===== config.mk =====
export PLATFORM = sky130hd
export DESIGN_NAME = mc_alu
export DESIGN_NICKNAME = d
export VERILOG_FILES = /design/src/rtl/mc_alu.sv
export SDC_FILE = /design/constraint.sdc
export NUM_CORES = 1
export LEC_CHECK = 0
export ABC_AREA = 1
export CAP_MARGIN = 20
export CORE_MARGIN = 1
export CORE_UTILIZATION = 35
export DETAILED_ROUTE_END_ITERATION = 16
export PLACE_DENSITY = 0.59
export RECOVER_POWER = 25
export SLEW_MARGIN = 40
export SYNTH_ARGS = -nofsm -noshare
export SYNTH_HDL_FRONTEND = slang
export SYNTH_SLANG_ARGS = --single-unit

===== constraint.sdc =====
create_clock -name clk -period 2.98 [get_ports clk]
set_clock_uncertainty 0.2 [all_clocks]
set_input_delay 0.596 -clock clk [delete_from_list [all_inputs] [get_ports clk]]
set_output_delay 0.596 -clock clk [all_outputs]
set_load 0.1 [all_outputs]

===== src/rtl/mc_alu.sv =====
// Multi-cycle ALU for the MIPS execute stage: registered results, start/done handshake,
// signed overflow, and an iterative shift-add multiplier compiled in when MC_ALU_MUL_EN is defined.
module mc_alu #(
  parameter int WIDTH = 16,
  localparam int SHW = $clog2(WIDTH)
) (
  input  logic             clk,
  input  logic             rst,
  input  logic             start,
  input  logic [2:0]       aluOp,
  input  logic [WIDTH-1:0] a,
  input  logic [WIDTH-1:0] b,
  input  logic [SHW-1:0]   shamt,
  output logic [WIDTH-1:0] out,
  output logic [WIDTH-1:0] hi,
  output logic             zero,
  output logic             ovf,
  output logic             busy,
  output logic             done
);

  localparam logic [2:0] OP_AND = 3'b000;
  localparam logic [2:0] OP_OR  = 3'b001;
  localparam logic [2:0] OP_ADD = 3'b010;
  localparam logic [2:0] OP_MUL = 3'b011;
  localparam logic [2:0] OP_SLL = 3'b100;
  localparam logic [2:0] OP_SRL = 3'b101;
  localparam logic [2:0] OP_SUB = 3'b110;
  localparam logic [2:0] OP_SLT = 3'b111;

  logic [WIDTH-1:0] out_q;
  logic             zero_q;
  logic             ovf_q;
  logic             done_q;

  logic             is_sub;
  logic             is_mul;
  logic [WIDTH-1:0] b_eff;
  logic [WIDTH-1:0] sum;
  logic             add_ovf;
  logic [WIDTH-1:0] alu_res;
  logic             alu_ovf;

  // Sub reuses the adder as a + ~b + 1; the sign of ~b equals the sign of -b for overflow purposes.
  always_comb begin
    is_sub  = (aluOp == OP_SUB);
    is_mul  = (aluOp == OP_MUL);
    b_eff   = is_sub ? ~b : b;
    sum     = a + b_eff + {{(WIDTH-1){1'b0}}, is_sub};
    add_ovf = (a[WIDTH-1] == b_eff[WIDTH-1]) && (sum[WIDTH-1] != a[WIDTH-1]);
    alu_res = '0;
    alu_ovf = 1'b0;
    case (aluOp)
      OP_AND: alu_res = a & b;
      OP_OR:  alu_res = a | b;
      OP_ADD, OP_SUB: begin
        alu_res = sum;
        alu_ovf = add_ovf;
      end
      OP_SLT: alu_res = {{(WIDTH-1){1'b0}}, ($signed(a) < $signed(b))};
      OP_SLL: alu_res = b << shamt;
      OP_SRL: alu_res = b >> shamt;
      default: alu_res = '0;
    endcase
  end

`ifdef MC_ALU_MUL_EN
  typedef enum logic {S_IDLE = 1'b0, S_MUL = 1'b1} state_t;

  state_t             state_q, state_d;
  logic [SHW-1:0]     cnt_q;
  logic [WIDTH-1:0]   mcand_q;
  logic [WIDTH-1:0]   hi_q;
  logic [2*WIDTH-1:0] acc_q, acc_d;
  logic [WIDTH:0]     psum;
  logic               last;

  always_ff @(posedge clk) begin
    if (rst) state_q <= S_IDLE;
    else     state_q <= state_d;
  end

  always_comb begin
    state_d = S_IDLE;
    case (state_q)
      S_IDLE:  state_d = (start && is_mul) ? S_MUL : S_IDLE;
      S_MUL:   state_d = last ? S_IDLE : S_MUL;
      default: state_d = S_IDLE;
    endcase
  end

  always_comb begin
    busy = (state_q == S_MUL);
  end

  // Upper half accumulates the multiplicand; lower half holds the multiplier and shifts out LSB first.
  always_comb begin
    psum  = {1'b0, acc_q[2*WIDTH-1:WIDTH]} + (acc_q[0] ? {1'b0, mcand_q} : {(WIDTH+1){1'b0}});
    acc_d = {psum, acc_q[WIDTH-1:1]};
    last  = (cnt_q == SHW'(WIDTH-1));
  end

  always_ff @(posedge clk) begin
    if (rst) begin
      out_q   <= '0;
      hi_q    <= '0;
      zero_q  <= 1'b0;
      ovf_q   <= 1'b0;
      done_q  <= 1'b0;
      cnt_q   <= '0;
      acc_q   <= '0;
      mcand_q <= '0;
    end else begin
      done_q <= 1'b0;
      case (state_q)
        S_IDLE: begin
          if (start) begin
            if (is_mul) begin
              acc_q   <= {{WIDTH{1'b0}}, b};
              mcand_q <= a;
              cnt_q   <= '0;
            end else begin
              out_q  <= alu_res;
              zero_q <= (alu_res == '0);
              ovf_q  <= alu_ovf;
              done_q <= 1'b1;
            end
          end
        end
        S_MUL: begin
          acc_q <= acc_d;
          cnt_q <= cnt_q + SHW'(1);
          if (last) begin
            out_q  <= acc_d[WIDTH-1:0];
            hi_q   <= acc_d[2*WIDTH-1:WIDTH];
            zero_q <= (acc_d[WIDTH-1:0] == '0);
            ovf_q  <= 1'b0;
            done_q <= 1'b1;
          end
        end
        default: ;
      endcase
    end
  end

  assign hi = hi_q;
`else
  // Without the multiplier every op, including aluOp=011 (result 0), completes in one cycle.
  always_ff @(posedge clk) begin
    if (rst) begin
      out_q  <= '0;
      zero_q <= 1'b0;
      ovf_q  <= 1'b0;
      done_q <= 1'b0;
    end else begin
      done_q <= 1'b0;
      if (start) begin
        out_q  <= alu_res;
        zero_q <= (alu_res == '0);
        ovf_q  <= alu_ovf;
        done_q <= 1'b1;
      end
    end
  end

  assign busy = 1'b0;
  assign hi   = '0;
`endif

  assign out  = out_q;
  assign zero = zero_q;
  assign ovf  = ovf_q;
  assign done = done_q;

endmodule


==> summary.md <==
| Metric | Value |
|---|---|
| Overall Power | 1.85 mW |
| Syn_area_per_cell | about 5.7 um2 |
| Hold_ws | 0.257 ns |
| Crit share post-route | 96.7% |
| Type of the worst min-delay path | flop to flop |
| FF-to-FF path depth | 2 |
| Min Tclk post-route | 2.88 ns |
| Final ANT Viol Nets | 0 |
| Synth Area in Simple Gates | 42.3% |
| Max_slew headroom | a little over a fifth |
| Clk buf depth | 2 |
| CTS Buf Count | 3 |
| Pre-CTS setup slack | -0.660 ns |
| Top_reg_cell synth | dfxtp_1 |
| Status | completed |
| # diodes | 0 |
| Core ar. | 12100 um2 |
| Yosys top cell area share | 18.6% |
| Largest family of logic cells by synthesized area | simple AND/OR/NAND/NOR gates |
| H-Tree Depth | 1 |
| CTS tree | done |
| Root Buffer | clkbuf_16 |
| Post-synthesis sequential area ratio | under 10% |
| Sink of the worst hold path | out[0] |
| Worst path slowest cell | ha_1 |
| Total of max-cap violations | 0 |
| Fmax | 0.347 GHz |
| Vias | 5376 |
| Worst r2r src | out[11] |
| Flop2flop setup slack | 2.14 ns |
| Worst skew pair latency | 0.25 ns |
| WP data arrival | 2.87 ns |
| Drt total wl | 15.9 mm |
| HP Start | out[0] |
| Sink Count | 19 |
| Share of cells above drive strength 1 | 28.6% |
| Worst hold stages | 2 |
| Multi-input gate area | 3890 um2 |
| Largest net degree at the start of global routing | 35 |
| Die span in y | 114 um |
| Cell area power density | 284 nW/um2 |
| Post-layout worst setup margin | ~0.098 ns |
| Post-synth EDFFs | 0 |
| Worst setup path category | primary input to flop |
| Initial DRC Count | 386 |
| P_leak | 3.47 nW |
| Detailed placement HPWL | roughly 13 mm |
| Max VDD drop | around 0.24 mV |
| PortBufs | 60 |
| Crit start category | primary input |
| Distinct cell type count after synthesis | 39 |
| Die X | between 100 and 150 um |
| Starting density of the core | 36.2% |
| Largest area contributor in the netlist | ha_1 |
| Final setup TNS | 0 ns |
| Endpoint class of the critical path | flop |
| Rows | 40 |
| First-pass GRT wire length | 24.9 mm |
| DIE AREA | 13000 um2 |
| Asr flop ratio synth | 0% |
| Crit path cell chain | buf_4 -> inv_6 -> nand3_4 -> buf_6 -> xor2_1 -> ha_1 -> nand2_2 -> nor3_4 -> nand3_2 -> a21oi_2 -> nor2_2 -> nor2_2 -> nand4_1 -> nor2_1 -> nand2_1 -> nand2_1 |
| Final #Nets | 1048 |
| Required @ worst endpoint | between 2 and 3 ns |
| Mux cell area share after synthesis | 0% |
| Fill count | about 1300 |
| Final setup viols | 0 |
| Final max-slew violation count | 0 |
| Vias in the first global route | 4899 |
| DRC errors left | 0 |
| Via density | 4.86 |
| Post-synthesis register bit count | 19 |
| Top post-synthesis cells by area | ha_1 (19%), nand2_1 (18%), nand3_1 (12%), dfxtp_1 (8.7%), inv_1 (7.6%) |
| CP max FO | 6 |
| Adder-Cell Fraction of Synth Area | 19.0% |
| GPL Wtd Cong | 0.942 |
| Ys Warns | 0 |
| Final Hold Fails | 0 |
| Synth Area in XOR/XNOR | 3.40% |
| Mapped Cells | 762 |
| Area growth from synthesis to layout | 48.6% |
| Routed WL per cell | 14.4 um |
| Sequential Area | 380 um2 |
| Global route overflow | 0 |
| Cell Area, Synth | approximately 4400 um2 |
| Initial antenna violation count | 0 |
| I/O Pins | 78 |
| Drt first pass iters | 5 |
| Total track usage | 24.4% |
| Tightest Pin Transition | between 1 and 1.5 ns |
| Synth Area in Compound Gates | 12.5% |
| Reg2reg end | out[11] |
| Reg clk slew, reported paths | about 0.05 ns |
| Worst path max stage delay | 0.39 ns |
==> flip-flops by register name, indices dropped and copies added, names as in the netlist <==
register	cells
out	16
done	1
zero	1
ovf	1
==> how the worst max path moves through the flow <==
stage / to / from
final: zero / aluOp[0]
after global placement: zero / aluOp[2]
after floorplan: zero / aluOp[0]
after CTS: zero / aluOp[0]
after detailed placement: zero / aluOp[1]
after global routing: zero / aluOp[0]
==> cell usage after synthesis (2+ instances only) <==
master     count
buf_4         20
o2111ai_1      2
and2_1         4
ha_1          65
nor2_2         2
nand3b_1       3
nand3_2        2
dfxtp_1       19
o21ai_1       11
nand2_2       11
xnor2_1        2
nand2_1      213
buf_2         11
clkbuf_1       5
or2_2          2
inv_1         89
o21ai_0       33
nor3_1         9
a21oi_1       34
inv_2          7
nand4_1        9
nor2_1        68
a22o_1         6
nand3_1      101
xor2_1        15
o211ai_1       3
buf_6          2
a31oi_1        2
buf_1          2
==> timing repair <==
action | 4_1_cts | 5_1_grt
setup endpoints to repair | 17 | 11
gates cloned | 1 | 0
setup buffers | 3 | 5
hold buffers | 0 | 0
pin swaps | 21 | 46
resized for setup | 44 | 92
==> report_power, final <==
part,total (mW),internal [mW],switching [mW]
sequential,0.281,0.272,0.00893
clock,0.271,0.182,0.0895
combinational,1.30,0.487,0.810
==> per-layer routing <==
layer  global-route usage, %  wire (um)  part of all wire (%)
met1                    35.7       7710                    48
met2                    39.0       7010                    44
met3                    1.65        801                   5.0
met4                    5.54        430                   2.7
met5                       0          0                     0
==> cell type report <==
class | count | area share (%)
multi-input combinational | 624 | 59.8
timing repair buffer | 196 | 24.3
sequential | 19 | 5.85
clock buffer | 4 | 1.21
tap | 168 | 3.23
inverter | 96 | 5.62
==> metrics by stage <==
step | util, % | std cells | cell area [um2]
after floorplan | - | 778 | 4440
after global placement | 49.0 | 1094 | 5930
after detailed placement | 49.0 | 1094 | 5940
after CTS | 50.8 | 1102 | 6160
after global routing | 53.7 | 1107 | 6510
final | 53.7 | 1107 | 6510
==> kinds of logic after synthesis <==
group / Yosys count
AOI/OAI and AO/OA: 97
xor gates and xnor gates: 17
adders and majority gates: 66
buffers and inverters: 136
DFF: 19
other: 1
and+or+nand+nor: 426
==> worst max-delay path, delay by kind of cell <==
family / cells / cell delay [ns]
adders and majority gates: 1 / 0.39
AOI/OAI and AO/OA: 1 / 0.17
xor gates and xnor gates: 1 / 0.15
buffers and inverters: 3 / 0.39
and+or+nand+nor: 10 / 1.14
==> cells in the final DEF, fill, tap and decap left out, types with 10 or more instances in the layout <==
cell type	count
dfxtp_1	19
nor2_2	18
nand2_2	22
inv_2	16
nand3_1	88
a21oi_2	12
nor2_1	51
buf_4	143
ha_1	57
dlymetal6s2s_1	12
clkbuf_1	10
o21ai_0	27
nand3_2	15
inv_1	79
clkdlybuf4s50_1	21
conb_1	17
o21ai_1	15
a21oi_1	22
nand2_1	202
Note: power is estimated with default switching activity, not from simulation.
